--- src/rtl/downcounter_mmss.sv ---
// Four-digit BCD MM:SS countdown timer with load/start/pause control and a one-cycle done pulse.
// Optional macro DOWNCNT_AUTO_RELOAD_EN: reload from the last loaded value on reaching 00:00 and keep running.
module downcounter_mmss #(
  parameter logic [3:0] SEC_TENS_MAX = 4'd5,
  parameter logic [3:0] MIN_TENS_MAX = 4'd5,
  parameter logic [3:0] ONES_MAX     = 4'd9
) (
  input  logic       clk,
  input  logic       rst,
  input  logic       tick,
  input  logic       load,
  input  logic [3:0] ld_mt,
  input  logic [3:0] ld_mo,
  input  logic [3:0] ld_st,
  input  logic [3:0] ld_so,
  input  logic       start,
  input  logic       pause,
  output logic [3:0] min_tens,
  output logic [3:0] min_ones,
  output logic [3:0] sec_tens,
  output logic [3:0] sec_ones,
  output logic       running,
  output logic       zero,
  output logic       done
);

  typedef enum logic [1:0] {IDLE, RUN, PAUSE, DONE} state_e;

  state_e     state_q, state_d;
  logic [3:0] mt_q, mo_q, st_q, so_q;
  logic [3:0] mt_d, mo_d, st_d, so_d;
  logic       done_q, done_d;

  logic [3:0] ld_mt_c, ld_mo_c, ld_st_c, ld_so_c;
  logic [3:0] dec_mt, dec_mo, dec_st, dec_so;
  logic       b_so, b_st, b_mo, dec_zero;

  function automatic logic [3:0] clamp(input logic [3:0] v, input logic [3:0] mx);
    return (v > mx) ? mx : v;
  endfunction

  assign ld_mt_c = clamp(ld_mt, MIN_TENS_MAX);
  assign ld_mo_c = clamp(ld_mo, ONES_MAX);
  assign ld_st_c = clamp(ld_st, SEC_TENS_MAX);
  assign ld_so_c = clamp(ld_so, ONES_MAX);

  // Borrow ripples from seconds-ones upward; min_tens never borrows since 00:00 is never decremented.
  always_comb begin
    b_so   = (so_q == 4'd0);
    dec_so = b_so ? ONES_MAX : so_q - 4'd1;
    b_st   = b_so && (st_q == 4'd0);
    dec_st = b_so ? ((st_q == 4'd0) ? SEC_TENS_MAX : st_q - 4'd1) : st_q;
    b_mo   = b_st && (mo_q == 4'd0);
    dec_mo = b_st ? ((mo_q == 4'd0) ? ONES_MAX : mo_q - 4'd1) : mo_q;
    dec_mt = b_mo ? mt_q - 4'd1 : mt_q;
    dec_zero = (dec_mt == 4'd0) && (dec_mo == 4'd0) && (dec_st == 4'd0) && (dec_so == 4'd0);
  end

`ifdef DOWNCNT_AUTO_RELOAD_EN
  logic [3:0] sh_mt_q, sh_mo_q, sh_st_q, sh_so_q;

  always_ff @(posedge clk or posedge rst) begin
    if (rst) begin
      sh_mt_q <= 4'd0;
      sh_mo_q <= 4'd0;
      sh_st_q <= 4'd0;
      sh_so_q <= 4'd0;
    end else if (load) begin
      sh_mt_q <= ld_mt_c;
      sh_mo_q <= ld_mo_c;
      sh_st_q <= ld_st_c;
      sh_so_q <= ld_so_c;
    end
  end
`endif

  always_comb begin
    state_d = state_q;
    mt_d    = mt_q;
    mo_d    = mo_q;
    st_d    = st_q;
    so_d    = so_q;
    done_d  = 1'b0;
    if (load) begin
      mt_d    = ld_mt_c;
      mo_d    = ld_mo_c;
      st_d    = ld_st_c;
      so_d    = ld_so_c;
      state_d = IDLE;
    end else begin
      case (state_q)
        IDLE, PAUSE: begin
          if (start && !pause && !zero) state_d = RUN;
        end
        RUN: begin
          if (pause) begin
            state_d = PAUSE;
          end else if (tick) begin
            mt_d = dec_mt;
            mo_d = dec_mo;
            st_d = dec_st;
            so_d = dec_so;
            if (dec_zero) begin
              done_d = 1'b1;
`ifdef DOWNCNT_AUTO_RELOAD_EN
              mt_d = sh_mt_q;
              mo_d = sh_mo_q;
              st_d = sh_st_q;
              so_d = sh_so_q;
`else
              state_d = DONE;
`endif
            end
          end
        end
        DONE:    state_d = DONE;
        default: state_d = IDLE;
      endcase
    end
  end

  always_ff @(posedge clk or posedge rst) begin
    if (rst) begin
      state_q <= IDLE;
      mt_q    <= 4'd0;
      mo_q    <= 4'd0;
      st_q    <= 4'd0;
      so_q    <= 4'd0;
      done_q  <= 1'b0;
    end else begin
      state_q <= state_d;
      mt_q    <= mt_d;
      mo_q    <= mo_d;
      st_q    <= st_d;
      so_q    <= so_d;
      done_q  <= done_d;
    end
  end

  assign min_tens = mt_q;
  assign min_ones = mo_q;
  assign sec_tens = st_q;
  assign sec_ones = so_q;
  assign running  = (state_q == RUN);
  assign zero     = (mt_q == 4'd0) && (mo_q == 4'd0) && (st_q == 4'd0) && (so_q == 4'd0);
  assign done     = done_q;

endmodule

--- config.mk ---
export PLATFORM = sky130hd
export DESIGN_NAME = downcounter_mmss
export DESIGN_NICKNAME = d
export VERILOG_FILES = /design/src/rtl/downcounter_mmss.sv
export SDC_FILE = /design/constraint.sdc
export NUM_CORES = 1
export LEC_CHECK = 0
export CAP_MARGIN = 20
export CORE_MARGIN = 4
export CORE_UTILIZATION = 40
export DETAILED_ROUTE_END_ITERATION = 7
export MAX_ROUTING_LAYER = met4
export PLACE_DENSITY = 0.72
export SLEW_MARGIN = 5
export SYNTH_ARGS = -nofsm -noshare
export SYNTH_HDL_FRONTEND = slang
export SYNTH_SLANG_ARGS = --single-unit
--- constraint.sdc ---
create_clock -name clk -period 2.6 [get_ports clk]
set_clock_uncertainty 0.05 [all_clocks]
set_input_delay 0.39 -clock clk [delete_from_list [all_inputs] [get_ports clk]]
set_output_delay 0.39 -clock clk [all_outputs]
set_load 0.02 [all_outputs]
==> impl_metrics.json, run 1 <==
{
  "clock-root-buffer": "clkbuf_4",
  "tritoncts": "built",
  "fin_tns_setup_ns": 0,
  "cts.path.max_buffers": 2,
  "cts_buffers": 3,
  "r2r_end": "min_tens[1]$_DFFE_PP0P_",
  "combPwrFrac": 0.274,
  "power_w": 0.000690,
  "fin_nets": 198,
  "hold_viol": 0,
  "die-area_um2": 3880,
  "fin_crit_ns": 2.31,
  "rr_startpoint": "sec_ones[0]$_DFFE_PP0P_",
  "vias": 1157,
  "htreeDepth": 1,
  "multi_input_area_um2": 658,
  "start_util": 0.423,
  "synth_fp_nets": 151,
  "synth-seq-cells": 19,
  "drtAntennaViolNets": 0,
  "wirelength_mm": 2.93,
  "whs_ns": 0.444,
  "synth_edf_count": 0,
  "die_width_um": 62.3,
  "wl_per_cell_um": 14.4,
  "status": "finished clean",
  "place_area_um2": 1640,
  "drc": 0,
  "cp-start-kind": "flop",
  "tightest_slew_ns": 0.730,
  "grt_pass1_wl_mm": 4.78,
  "clkPwrFrac": 0.225,
  "synth_cells": 127,
  "numClockSinks": 19,
  "final_common_cell": "clkdlybuf4s50_1",
  "die_y_um": 62.3,
  "postCtsHoldBufs": 0,
  "avgSynthCellArea_um2": 9.27,
  "port_buffers": 40,
  "ys.flop_type": "dfrtp_1",
  "final_area_um2": 1660,
  "diodes": 0,
  "drt_pre_antenna_iters": 5,
  "required_ns": 2.16,
  "pwr-share-seq": 0.501,
  "drtIter0Drc": 32,
  "slew_headroom": 0.513,
  "rows": 19,
  "syn-cell-area_um2": 1180,
  "layout-drive-gt1-share": 0.0751,
  "crit_fanout": 6,
  "ioPinCount": 41,
  "dp_hpwl_mm": 2.25,
  "synth.distinct_cells": 44,
  "hold_path.class": "in2async",
  "switching_share": 0.318,
  "crit_path_start": "sec_tens[2]$_DFFE_PP0P_",
  "grt_setup_unrepaired": "false",
  "clock_latency_ns": 0.30,
  "regArea_um2": 475,
  "ir_drop_mv": 0.284,
  "pwr_density_cell_nw_per_um2": 415,
  "worst-setup-path-type": "reg2out",
  "grt_use_total": 0.149,
  "p_int_w": 0.000471,
  "via_per_inst": 5.67,
  "ff2ff_setup_slack_ns": 0.70,
  "synth-async-reset-ratio": 1.00,
  "yosysTopAreaCell": "dfrtp_1",
  "mostFrequentLayoutCells": "39 x clkdlybuf4s50_1, 19 x dfrtp_1, 13 x nor2_1",
  "yosysSeqAreaShare": 0.404,
  "grt.overflow.total": 0,
  "finalCritPeriodShare": 0.888,
  "synth.top_cell.area_share": 0.404,
  "leakage_nw": 0.674,
  "arrival_ns": 1.87,
  "fill_cells": 243,
  "grt_max_degree": 23,
  "endpoint_kind": "primary output",
  "gp_congestion": 0.823,
  "fmax_mhz": 433,
  "max_cap_viol_count": 0,
  "switching_power_w": 0.000219,
  "setup_viol": 0,
  "synth-warning-count": 0,
  "clk_pin_slew_ns": 0.11,
  "core_area_um2": 2780,
  "maxSlewViolCount": 0,
  "synthTopCellsByArea": "dfrtp_1 40%, mux2i_1 4.3%, nor2_1 4.1%, o21ai_0 3.4%, a21oi_1 3.0%",
  "endpoint": "zero",
  "antenna_found_initial": 0,
  "syn_to_final_growth_pct": 41.2,
  "grt_pass1_vias": 1072,
  "reg2reg_depth": 4
}
through the flow:
stage,instances,util,setup WS [ns]
5_1_grt,204,0.598,0.174
2_1_floorplan,127,-,0.690
3_3_place_gp,200,0.588,0.409
4_1_cts,204,0.598,0.273
3_5_place_dp,200,0.588,0.381
6_report,204,0.598,0.291
area by class of cell:
type / count / share of cell area
tap: 31 / 0.0233
timing repair buffer: 46 / 0.267
clock inverter: 1 / 0.00301
inverter: 5 / 0.0113
multi-input combinational: 99 / 0.396
sequential: 19 / 0.286
clock buffer: 3 / 0.0135
how the worst min path moves through the flow:
stage	start	to	cells past startpoint
floorplan	rst	done$_DFF_PP0_	1
global placement	sec_tens[3]$_DFFE_PP0P_	sec_tens[3]$_DFFE_PP0P_	1
detailed placement	sec_tens[3]$_DFFE_PP0P_	sec_tens[3]$_DFFE_PP0P_	1
CTS	rst	sec_tens[3]$_DFFE_PP0P_	2
global route	rst	min_ones[1]$_DFFE_PP0P_	2
finish	rst	min_ones[1]$_DFFE_PP0P_	2
synthesized netlist by cell type (2+ instances only):
master and number:
o21a_1 3, nand2_1 8, nor2_1 13, a2111oi_0 2, xor2_1 4, nor3_1 5, o31ai_1 2, nor2b_1 2
o22ai_1 3, nand2b_1 2, nand4_1 2, inv_1 4, mux2i_1 5, and3_1 2, a21oi_1 7, a31oi_1 2
o21ai_0 8, dfrtp_1 19, nor4_1 2, nand3_1 6, ha_1 2, and4_1 2
critical path, cell delays in order, from the launching register on:
cell           delay (ns)
dfrtp_1              0.46
nor3_1               0.22
buf_4                0.16
and3_1               0.19
and4b_1              0.20
dlygate4sd2_1        0.34
layer usage:
layer  track usage  vias up  part of all wire
met2         0.253       47              0.50
met1         0.179      537              0.43
met5             -        -                 0
met4        0.0265        0            0.0034
met3        0.0414        2             0.065
li1              -      571                 -
registers in the layout, summed over array words and instances, names as in the netlist:
register	cells
min_tens	4
state_q	2
min_ones	4
done	1
sec_tens	4
sec_ones	4
repair_timing:
item	CTS	global route
gates resized for setup	1	0
setup buffers	0	0
setup endpoints to repair	1	0
endpoints found under the hold margin	0	0
cells by family after synthesis:
family / after synthesis / synth area share
DFF: 19 / 0.404
buffers and inverters: 9 / 0.0372
xor gates and xnor gates: 5 / 0.0372
muxes: 5 / 0.0425
adders and majority gates: 2 / 0.0213
AOI/OAI and AO/OA: 32 / 0.174
and+or+nand+nor: 55 / 0.284
power by group through the flow:
stage          registers (W)  logic (W)  clock network (W)
4_1_cts             0.000346   0.000191           0.000160
3_3_place_gp        0.000350   0.000187                  0
6_report            0.000346   0.000189           0.000155
2_1_floorplan       0.000368  0.0000720                  0
3_5_place_dp        0.000352   0.000190                  0
5_1_grt             0.000350   0.000205           0.000173
Power figures use the tool's default switching activity.
==> run 2, diff against run 1 <==
--- a/config.mk
+++ b/config.mk
@@ -5,12 +5,14 @@
 export SDC_FILE = /design/constraint.sdc
 export NUM_CORES = 1
 export LEC_CHECK = 0
+export ABC_CLOCK_PERIOD_IN_PS = 2600
 export CAP_MARGIN = 20
 export CORE_MARGIN = 4
 export CORE_UTILIZATION = 40
 export DETAILED_ROUTE_END_ITERATION = 7
 export MAX_ROUTING_LAYER = met4
 export PLACE_DENSITY = 0.72
+export RECOVER_POWER = 25
 export SLEW_MARGIN = 5
 export SYNTH_ARGS = -nofsm -noshare
 export SYNTH_HDL_FRONTEND = slang
==> run 2 against run 1 <==
  * Final cell count is the same
  * Core utilization unchanged
  * Setup slack about the same
  * Via count up 0.95%
  * Wire length rose by 0.20%
  * Global-route usage unchanged
  * Critical endpoint unchanged
  * Largest cell class unchanged
==> impl_metrics.json, run 2 (synthesized netlist as in run 1, its figures left out) <==
{
  "clock-root-buffer": "clkbuf_4",
  "grt_use_total": 0.149,
  "slowest_delay_ns": 0.46,
  "cp-start-kind": "flop",
  "wl_per_cell_um": 14.4,
  "hold_depth": 1,
  "via_per_inst": 5.73,
  "regArea_um2": 475,
  "finalCritPeriodShare": 0.888,
  "clk_pin_slew_ns": 0.11,
  "grt.overflow.total": 0,
  "whs_ns": 0.553,
  "pwr_density_cell_nw_per_um2": 415,
  "required_ns": 2.16,
  "ff2ff_setup_slack_ns": 0.71,
  "tightest_slew_ns": 0.727,
  "tritoncts": "built",
  "antenna_found_initial": 0,
  "clock_latency_ns": 0.30,
  "r2r_end": "min_tens[1]$_DFFE_PP0P_",
  "worst_hold_path.endpoint": "sec_tens[3]$_DFFE_PP0P_",
  "ir_drop_mv": 0.284,
  "die_y_um": 62.3,
  "leakage_nw": 0.674,
  "endpoint_kind": "primary output",
  "postCtsHoldBufs": 0,
  "status": "finished clean",
  "rr_startpoint": "sec_ones[0]$_DFFE_PP0P_",
  "start_util": 0.423,
  "hold_path.class": "reg2reg",
  "drtIter0Drc": 32,
  "numClockSinks": 19,
  "drt_pre_antenna_iters": 4,
  "grt_pass1_wl_mm": 4.78,
  "htreeDepth": 1,
  "fin_crit_ns": 2.31,
  "path_cells": "nor3_1, buf_4, and3_1, and4b_1, dlygate4sd2_1",
  "drc": 0,
  "syn_to_final_growth_pct": 41.2,
  "maxSlewViolCount": 0,
  "max_cap_viol_count": 0,
  "slew_headroom": 0.515,
  "reg2reg_depth": 4,
  "fin_nets": 198,
  "dp_hpwl_mm": 2.25,
  "core_area_um2": 2780,
  "vias": 1168,
  "worst-setup-path-type": "reg2out",
  "cts_resized": 1,
  "gp_congestion": 0.823,
  "dp.cells": 200,
  "port_buffers": 40,
  "setup_viol": 0,
  "hold_path.startpoint": "sec_tens[3]$_DFFE_PP0P_",
  "power_w": 0.000690,
  "hold_viol": 0,
  "arrival_ns": 1.87,
  "cts_buffers": 3,
  "fmax_mhz": 433,
  "final_common_cell": "clkdlybuf4s50_1",
  "crit_fanout": 6,
  "crit_buf_inv": 2,
  "grt_max_degree": 23,
  "fin_cells": 204,
  "crit_cells": 5,
  "rows": 19,
  "fill_cells": 243,
  "layout-drive-gt1-share": 0.0751,
  "cts.path.max_buffers": 2,
  "fin_tns_setup_ns": 0,
  "die-area_um2": 3880,
  "path_delay_family": "simple AND/OR/NAND/NOR gates",
  "mostFrequentLayoutCells": "38 x clkdlybuf4s50_1, 19 x dfrtp_1, 13 x nor2_1",
  "die_width_um": 62.3,
  "drtAntennaViolNets": 0,
  "diodes": 0,
  "grt_pass1_vias": 1072,
  "multi_input_area_um2": 658,
  "wirelength_mm": 2.94,
  "ioPinCount": 41,
  "cp_slowest_cell": "dfrtp_1",
  "grt_setup_unrepaired": "false",
  "post_cts_buffers": 0
}
## run 2: cell type report
class                   instances  share of cell area
multi-input cells              99               0.396
clock inverters                 1             0.00301
inverters                       5              0.0113
flip-flops and latches         19               0.286
repair buffers                 46               0.267
clock buffers                   3              0.0135
well taps                      31              0.0233
## run 2: power breakdown
part	leakage [nW]	internal, W	switching (W)	total, W
registers	0.233	0.000314	0.0000319	0.000346
clock network	0.0177	0.0000574	0.0000978	0.000155
logic	0.424	0.0000988	0.0000898	0.000189
## run 2: worst max-delay path by stage
stage                                  startpoint    to  slack [ns]
final                     sec_tens[2]$_DFFE_PP0P_  zero        0.29
after floorplan           sec_ones[2]$_DFFE_PP0P_  zero        0.69
after global routing      sec_tens[2]$_DFFE_PP0P_  zero        0.17
after global placement    sec_tens[2]$_DFFE_PP0P_  zero        0.41
after detailed placement  sec_tens[2]$_DFFE_PP0P_  zero        0.38
after CTS                 sec_tens[2]$_DFFE_PP0P_  zero        0.27
## run 2: routing by layer
| metal | share of wire | vias up | global-route usage |
|---|---|---|---|
| met2 | 0.50 | 45 | 0.253 |
| met3 | 0.060 | 2 | 0.0414 |
| li1 | - | 572 | - |
| met4 | 0.0034 | 0 | 0.0265 |
| met5 | 0 | - | - |
| met1 | 0.44 | 549 | 0.179 |
## run 2: through the flow
stage                     utilization  area [um2]  worst slack (ns)
after floorplan                     -        1180             0.690
after global placement          0.588        1640             0.409
after detailed placement        0.588        1640             0.381
after CTS                       0.598        1660             0.273
after global routing            0.598        1660             0.174
final                           0.598        1660             0.291
